[config.mk]
export PLATFORM = sky130hd
export DESIGN_NAME = ex_operand_stage
export DESIGN_NICKNAME = d
export VERILOG_FILES = /design/src/rtl/ex_pkg.sv /design/src/rtl/fwd_mux.sv /design/src/rtl/ex_operand_stage.sv
export SDC_FILE = /design/constraint.sdc
export NUM_CORES = 1
export LEC_CHECK = 0
export ABC_CLOCK_PERIOD_IN_PS = 6200
export CORE_AREA = 2 2 145 147
export CTS_BUF_LIST = sky130_fd_sc_hd__clkbuf_16
export CTS_CLUSTER_SIZE = 14
export DETAILED_ROUTE_END_ITERATION = 6
export DIE_AREA = 0 0 147 149
export GPL_TIMING_DRIVEN = 0
export PLACE_DENSITY_LB_ADDON = 0.12
export SLEW_MARGIN = 5
export SYNTH_ARGS = -nofsm -noshare
export SYNTH_HDL_FRONTEND = slang
export SYNTH_HIERARCHICAL = 1
export SYNTH_SLANG_ARGS = --single-unit
[constraint.sdc]
create_clock -name i_clk -period 6.2 [get_ports i_clk]
set_clock_uncertainty 0.15 [all_clocks]
set_input_delay 1.55 -clock i_clk [delete_from_list [all_inputs] [get_ports i_clk]]
set_output_delay 1.55 -clock i_clk [all_outputs]
set_load 0.03 [all_outputs]
[src/rtl/ex_pkg.sv]
// Shared execute-stage encodings: ALU opcodes and operand-select codes,
// also consumed by the ALU and the decoder.
package ex_pkg;

    typedef enum logic [3:0] {
        ALU_ADD  = 4'b0000,
        ALU_SUB  = 4'b1000,
        ALU_SLL  = 4'b0001,
        ALU_SLT  = 4'b0010,
        ALU_SLTU = 4'b0011,
        ALU_XOR  = 4'b0100,
        ALU_SRL  = 4'b0101,
        ALU_SRA  = 4'b1101,
        ALU_OR   = 4'b0110,
        ALU_AND  = 4'b0111,
        ALU_LUI  = 4'b1111
    } alu_op_e;

    localparam logic [1:0] OPA_RS1   = 2'b00;
    localparam logic [1:0] OPA_PC    = 2'b01;
    localparam logic [1:0] OPA_ZERO  = 2'b10;
    localparam logic [1:0] OPA_ZERO2 = 2'b11;

    localparam logic OPB_RS2 = 1'b0;
    localparam logic OPB_IMM = 1'b1;

endpackage

[src/rtl/fwd_mux.sv]
// Bypass select for one source register: EX, then MEM, then WB, else RF.
// Purely combinational; x0 never matches a producer.
module fwd_mux
    import ex_pkg::*;
(
    input  logic [4:0]  i_addr,
    input  logic [31:0] i_rf_data,
    input  logic        i_ex_en,
    input  logic [4:0]  i_ex_rd,
    input  logic [31:0] i_ex_data,
    input  logic [4:0]  i_mem_rd,
    input  logic [31:0] i_mem_data,
    input  logic [4:0]  i_wb_rd,
    input  logic [31:0] i_wb_data,
    output logic [31:0] o_data
);

    always_comb begin
        o_data = i_rf_data;
        if (i_addr != 5'd0) begin
            if (i_ex_en && (i_ex_rd == i_addr)) begin
                o_data = i_ex_data;
            end else if (i_mem_rd == i_addr) begin
                o_data = i_mem_data;
            end else if (i_wb_rd == i_addr) begin
                o_data = i_wb_data;
            end
        end
    end

endmodule

[src/rtl/ex_operand_stage.sv]
// ID->EX operand register with bypassing; one-cycle latency.
// Stalls upstream (comb o_stall) for one cycle on load-use; flush wins over stall.
module ex_operand_stage
    import ex_pkg::*;
(
    input  logic        i_clk,
    input  logic        i_rst_n,
    input  logic        i_id_valid,
    input  logic [4:0]  i_rs1_addr,
    input  logic [4:0]  i_rs2_addr,
    input  logic [31:0] i_rs1_data,
    input  logic [31:0] i_rs2_data,
    input  logic [31:0] i_imm,
    input  logic [31:0] i_pc,
    input  logic [3:0]  i_alu_op,
    input  logic [1:0]  i_opa_sel,
    input  logic        i_opb_sel,
    input  logic [4:0]  i_rd_addr,
    input  logic        i_is_load,
    input  logic        i_is_store,
    input  logic [31:0] i_ex_data,
    input  logic [4:0]  i_mem_rd_addr,
    input  logic [31:0] i_mem_data,
    input  logic [4:0]  i_wb_rd_addr,
    input  logic [31:0] i_wb_data,
    input  logic        i_flush,
    output logic        o_stall,
    output logic        o_valid,
    output logic [31:0] o_op_a,
    output logic [31:0] o_op_b,
    output logic [3:0]  o_alu_op,
    output logic [4:0]  o_rd_addr,
    output logic        o_is_load,
    output logic [31:0] o_store_data
);

    logic        valid_q, valid_d;
    logic [31:0] op_a_q, op_a_d;
    logic [31:0] op_b_q, op_b_d;
    logic [3:0]  alu_op_q, alu_op_d;
    logic [4:0]  rd_q, rd_d;
    logic        is_load_q, is_load_d;
    logic [31:0] store_q, store_d;

    logic        rs1_used, rs2_used, hazard, bubble, ex_fwd_en;
    logic [31:0] rs1_fwd, rs2_fwd;

    assign rs1_used = i_id_valid && (i_opa_sel == OPA_RS1) && (i_rs1_addr != 5'd0);
    assign rs2_used = i_id_valid && ((i_opb_sel == OPB_RS2) || i_is_store) && (i_rs2_addr != 5'd0);

    assign hazard = valid_q && is_load_q && (rd_q != 5'd0) &&
                    ((rs1_used && (i_rs1_addr == rd_q)) || (rs2_used && (i_rs2_addr == rd_q)));
    assign o_stall = hazard && !i_flush;
    assign bubble  = i_flush || hazard || !i_id_valid;

    // A load's data is not ready in EX, so only ALU results bypass from there.
    assign ex_fwd_en = valid_q && !is_load_q;

    fwd_mux u_fwd_rs1 (
        .i_addr     (i_rs1_addr),
        .i_rf_data  (i_rs1_data),
        .i_ex_en    (ex_fwd_en),
        .i_ex_rd    (rd_q),
        .i_ex_data  (i_ex_data),
        .i_mem_rd   (i_mem_rd_addr),
        .i_mem_data (i_mem_data),
        .i_wb_rd    (i_wb_rd_addr),
        .i_wb_data  (i_wb_data),
        .o_data     (rs1_fwd)
    );

    fwd_mux u_fwd_rs2 (
        .i_addr     (i_rs2_addr),
        .i_rf_data  (i_rs2_data),
        .i_ex_en    (ex_fwd_en),
        .i_ex_rd    (rd_q),
        .i_ex_data  (i_ex_data),
        .i_mem_rd   (i_mem_rd_addr),
        .i_mem_data (i_mem_data),
        .i_wb_rd    (i_wb_rd_addr),
        .i_wb_data  (i_wb_data),
        .o_data     (rs2_fwd)
    );

    always_comb begin
        valid_d   = 1'b0;
        op_a_d    = 32'd0;
        op_b_d    = 32'd0;
        alu_op_d  = ALU_ADD;
        rd_d      = 5'd0;
        is_load_d = 1'b0;
        store_d   = 32'd0;
        if (!bubble) begin
            valid_d   = 1'b1;
            alu_op_d  = i_alu_op;
            rd_d      = i_rd_addr;
            is_load_d = i_is_load;
            store_d   = rs2_fwd;
            op_b_d    = (i_opb_sel == OPB_IMM) ? i_imm : rs2_fwd;
            case (i_opa_sel)
                OPA_RS1: op_a_d = rs1_fwd;
                OPA_PC:  op_a_d = i_pc;
                default: op_a_d = 32'd0;
            endcase
        end
    end

    always_ff @(posedge i_clk or negedge i_rst_n) begin
        if (!i_rst_n) begin
            valid_q   <= 1'b0;
            op_a_q    <= 32'd0;
            op_b_q    <= 32'd0;
            alu_op_q  <= 4'd0;
            rd_q      <= 5'd0;
            is_load_q <= 1'b0;
            store_q   <= 32'd0;
        end else begin
            valid_q   <= valid_d;
            op_a_q    <= op_a_d;
            op_b_q    <= op_b_d;
            alu_op_q  <= alu_op_d;
            rd_q      <= rd_d;
            is_load_q <= is_load_d;
            store_q   <= store_d;
        end
    end

    assign o_valid      = valid_q;
    assign o_op_a       = op_a_q;
    assign o_op_b       = op_b_q;
    assign o_alu_op     = alu_op_q;
    assign o_rd_addr    = rd_q;
    assign o_is_load    = is_load_q;
    assign o_store_data = store_q;

endmodule

Word-level counts from Yosys, hierarchy flattened --
Index checks and enable logic that the tools add are counted.
Word-level totals: output and inout port bits 108, bits of input ports 262, logic and storage cells 58, register bits 107
Operators by class: multiplexer cells 17, equal/unequal tests 9, bitwise operators 1, reductions and logical operators 24
Operator list (number):
- $mux W32 | 12
- $pmux W32 S2 | 1
- $eq A5 B5 Y1 | 8
- $reduce_bool A5 Y1 | 3
- $logic_and A1 B1 Y1 | 13
- $mux W5 | 1
- $logic_or A1 B1 Y1 | 4
- $mux W4 | 1
- $logic_not A1 Y1 | 3
- $eq A2 B1 Y1 const B | 1
- $logic_not A2 Y1 | 1
- $mux W1 | 2
- $not A1 Y1 | 1

Longest topological paths before layout --
depth in word-level cells 10, gate-level depth with buffers 9

Modules after synthesis --
Netlist, hierarchy kept.
By module, submodules not included:
- ex_operand_stage | area an instance 4347.9 um^2, instances 1, cells each 380
- fwd_mux | area an instance 1491.4 um^2, instances 2, cells each 216

Worst setup path before layout --
Ideal clock, no wire load.
kind input port to output port, start in i_rs2_addr[3], end out o_stall, cell stages on the path 6, required time 4.500 ns, setup slack 1.383 ns, arrival time 3.117 ns, cell sequence xor2_1 nor4_1 o2111ai_2 a21oi_4 buf_2 nor2b_1
On the way: longest elaborated chain between the ends 6, elaborated cells on any way between the ends 7, those cells by class eq/ne (1); reduce/logical (6)
RTL lines:
- start: declaration | line ex_operand_stage.sv:10 | input logic [4:0] i_rs2_addr,
- $reduce_bool A5 Y1 | line ex_operand_stage.sv:49 | assign rs2_used = i_id_valid && ((i_opb_sel == OPB_RS2) || i_is_store) && (i_rs2_addr != 5'd0);
- $logic_and A1 B1 Y1 | line ex_operand_stage.sv:49
- $logic_and A1 B1 Y1 (*) | line ex_operand_stage.sv:52 | ((rs1_used && (i_rs1_addr == rd_q)) || (rs2_used && (i_rs2_addr == rd_q)));
- $logic_or A1 B1 Y1 (*) | line ex_operand_stage.sv:52
- $logic_and A1 B1 Y1 (*) | line ex_operand_stage.sv:51 | assign hazard = valid_q && is_load_q && (rd_q != 5'd0) &&
- $logic_and A1 B1 Y1 (*) | line ex_operand_stage.sv:53 | assign o_stall = hazard && !i_flush;
- end: declaration | line ex_operand_stage.sv:27 | output logic o_stall,
Mark *: on every way between the ends. The rest lies on a longest branch, timed or not.

Worst setup path in the final report --
start in i_rs1_addr[0], end out o_stall
On the way: longest elaborated chain between the ends 6, elaborated cells on any way between the ends 7, those cells by class eq/ne (1); reduce/logical (6)
RTL lines:
- start: declaration | line ex_operand_stage.sv:9 | input logic [4:0] i_rs1_addr,
- $reduce_bool A5 Y1 | line ex_operand_stage.sv:48 | assign rs1_used = i_id_valid && (i_opa_sel == OPA_RS1) && (i_rs1_addr != 5'd0);
- $logic_and A1 B1 Y1 | line ex_operand_stage.sv:48
- $logic_and A1 B1 Y1 (*) | line ex_operand_stage.sv:52
- $logic_or A1 B1 Y1 (*) | line ex_operand_stage.sv:52
- $logic_and A1 B1 Y1 (*) | line ex_operand_stage.sv:51
- $logic_and A1 B1 Y1 (*) | line ex_operand_stage.sv:53
Marks and branches as above.

==> key figures <==
Placed design
  • Port Buf Inserts: between 300 and 400
  • Post-DP Area: roughly 11,000 µm²
  • Routability Congestion: about 0.9
  • Final HPWL DP: between 20,000 and 30,000 µm

Route
  • Final wirelength: around 34,000 µm
  • Number of remaining DRC errors: 0
  • Post-DRT Antenna Nets: 0
  • Iter 0 DRT Violations: between 400 and 500
  • Avg WL per Cell: approximately 23 µm
  • Via-to-Cell Ratio: about 5.5
  • Vias post-DR: 8,055
  • DRT Pass-1 Iters: 5

Setup path
  • Worst path cell trace: clkdlybuf4s50_1, xor2_1, nor4_1, nand4_1, a21oi_4, buf_4, nor2b_1, clkdlybuf4s50_1
  • Critical Path Sink Type: output pin
  • Crit Path Class: in -> out
  • Worst reg2reg path depth: 8
  • Startpoint types: primary input
  • Crit path DAT: 4230 ps
  • Crit-path max FO: 10
  • Critical path's slowest cell: clkdlybuf4s50_1
  • CP max stage delay: between 600 and 700 ps
  • WP data required: approximately 4500 ps
  • Most used cell, CP: clkdlybuf4s50_1

Clocking
  • Clock Latency Late Sink: approximately 350 ps
  • Total CTS buffers: 9
  • Bufs on Longest Clock Path: 2
  • Clock sinks: between 100 and 150
  • CTS H-tree lvls: 3
  • CTS Hold Bufs: 0
  • CTS tree: built
  • CTS Root Cell: clkbuf_16
  • CTS clk-pin slew, worst paths: 70 ps

STA
  • RSZ-0062 raised after global routing: false
  • Worst slew pin tran: 933 ps
  • Slew Viols, Final: 0
  • Hold Slack: a little over 800 ps
  • # setup viols final: 0
  • Hold Violations, Final: 0
  • Period utilization: 0.957
  • Achievable Freq: roughly 170 MHz
  • Tmin final: around 5900 ps
  • Slew HR: 0.378

GRT
  • Initial antenna violation count: 3
  • Vias in the first global route: between 8,000 and 9,000
  • All-Layer GR Usage: 0.302
  • First-pass GRT wire length: slightly below 50,000 µm
  • Grt total ovfl: 0
  • Largest net degree at the start of global routing: 65

Job
  • Max Cap Viol: 0

Power and ir drop
  • Clock network fraction of total power: 0.319
  • Peak VDD IR: 124 µV
  • Pwr Density: roughly 170 nW/µm²
  • Comb power frac: 0.308
  • Leakage: 5.09 nW
  • Seq pwr share: 0.374
  • Pint: 0.00140 W
  • NetSw: around 0.00058 W
  • Switching share of power: 0.294

Layout
  • Most common cell after layout, fill and taps aside: clkdlybuf4s50_1
  • Layout fillers: around 1,900
  • Design area: 11,700 µm²
  • Layout area overhead: 59.6%
  • Fin nets: around 1,500
  • Ratio of cells with drive above 1 in the final layout: 0.0835
  • Commonest non-fill, non-tap cells in the layout: clkdlybuf4s50_1 (365), nand2_1 (172), dfrtp_1 (107), mux2i_1 (64), o21ai_0 (64)

Synth
  • Synth cell types: 36
  • Seq/Total Area, Yosys: 0.365
  • Seq cells post-synth: 107
  • Post-Syn Nets: 1,074
  • Mapped cell area: roughly 7300 µm²
  • Mean post-synth cell area: about 9 µm²
  • Mapped Cells: around 810
  • Synth warn: 6

Floorplan
  • Initial Util: 0.357
  • Die area: 21,900 µm²
  • Row count: between 50 and 60
  • Core footprint: 20,600 µm²
  • I/O pin cnt: between 300 and 400
  • Die height: between 100 and 150 µm
  • Die Width: approximately 150 µm

Worst hold path
  • Hold Path Stages: 4
  • Min-Delay Path Class: reg -> reg

Run status
  • Outcome: finished clean
==> worst max-delay path: cells and delay by family <==
family	cells	cell delay [ps]
compound gates	1	250
buf+inv	3	1500
xor+xnor	1	220
simple gates	3	700
==> registers in the layout (all words and copies together), names as in the netlist <==
signal and cells:
o_alu_op 4, o_valid 1, o_op_b 32, o_is_load 1
o_op_a 32, o_rd_addr 5, o_store_data 32
==> routing by layer <==
layer  vias up  routed length (µm)  GRT usage
met3        75                3400     0.0869
met4         2                1210      0.130
li1       3684                   -          -
met2       448               15900      0.495
met5         -                  17          0
met1      3846               13500      0.374
==> final timing paths <==
check | start | endpoint | slack (ps)
min | o_valid | o_rd_addr[4] | 810
max reg2reg | o_rd_addr[4] | o_op_a[25] | 3320
min in group asynchronous | i_rst_n | o_op_b[9] | 960
min reg2reg | o_valid | o_rd_addr[4] | 810
max | i_rs1_addr[0] | o_stall | 270
max in group asynchronous | i_rst_n | o_op_b[27] | 4250
==> through the flow <==
| stage | util | TNS [ps] | setup slack [ps] | cells | total power, W |
|---|---|---|---|---|---|
| finish | 0.569 | 0 | 266 | 1475 | 0.00198 |
| floorplan | - | 0 | 1380 | 812 | 0.00102 |
| global route | 0.569 | 0 | 176 | 1473 | 0.00205 |
| CTS | 0.568 | 0 | 91.9 | 1470 | 0.00199 |
| detailed placement | 0.553 | -1.07 | -1.07 | 1454 | 0.00136 |
| global placement | 0.552 | -100470 | -958 | 1453 | 0.00135 |
==> cell families after synthesis <==
group | count (synthesis) | share of synthesized area
AOI/OAI and AO/OA | 132 | 0.134
xor gates and xnor gates | 40 | 0.0478
buffers and inverters | 78 | 0.0527
DFF | 107 | 0.365
muxes | 128 | 0.186
and+or+nand+nor | 327 | 0.214
==> power groups by stage <==
stage | clock, W | combinational [W] | sequential, W
floorplan | 0 | 0.000207 | 0.000816
global placement | 0 | 0.000598 | 0.000753
detailed placement | 0 | 0.000604 | 0.000753
CTS | 0.000641 | 0.000607 | 0.000739
global route | 0.000666 | 0.000647 | 0.000742
finish | 0.000630 | 0.000609 | 0.000739
==> Yosys cell counts (all sizes together) <==
cell	instances	area, µm²
a211o	16	140
a21oi	2	21.3
a221o	48	480
and2	2	12.5
and3	2	12.5
and4	16	140
buf	30	206
clkbuf	47	176
dfrtp	107	2680
inv	1	3.75
mux2	64	721
mux2i	64	641
nand2	172	646
nand2b	1	6.26
nand3	6	50.1
nand4	1	6.26
nor2	46	173
nor2b	3	18.8
nor3	38	210
nor3b	2	25.0
nor4	36	255
o2111ai	1	15.0
o211ai	1	7.51
o21ai	64	320
or4	2	15.0
xnor2	13	114
xor2	27	236
==> area by class of cell <==
class	instances	area (µm²)	area share
Antenna cell	3	7.51	0.000642
Multi-Input combinational cell	627	4270	0.365
Timing Repair Buffer	369	3710	0.317
Buffer	77	385	0.0329
Clock buffer	9	225	0.0192
Tap cell	275	344	0.0294
Clock inverter	7	85.1	0.00727
Inverter	1	3.75	0.000321
Sequential cell	107	2680	0.229
==> repair_timing <==
item                                   4_1_cts  5_1_grt
gates resized for setup                      1        0
setup endpoints to repair                    1        1
endpoints found under the hold margin        0        0
buffers inserted                             0        2
pin swaps                                    0        1
(Power assumes the default switching activity.)
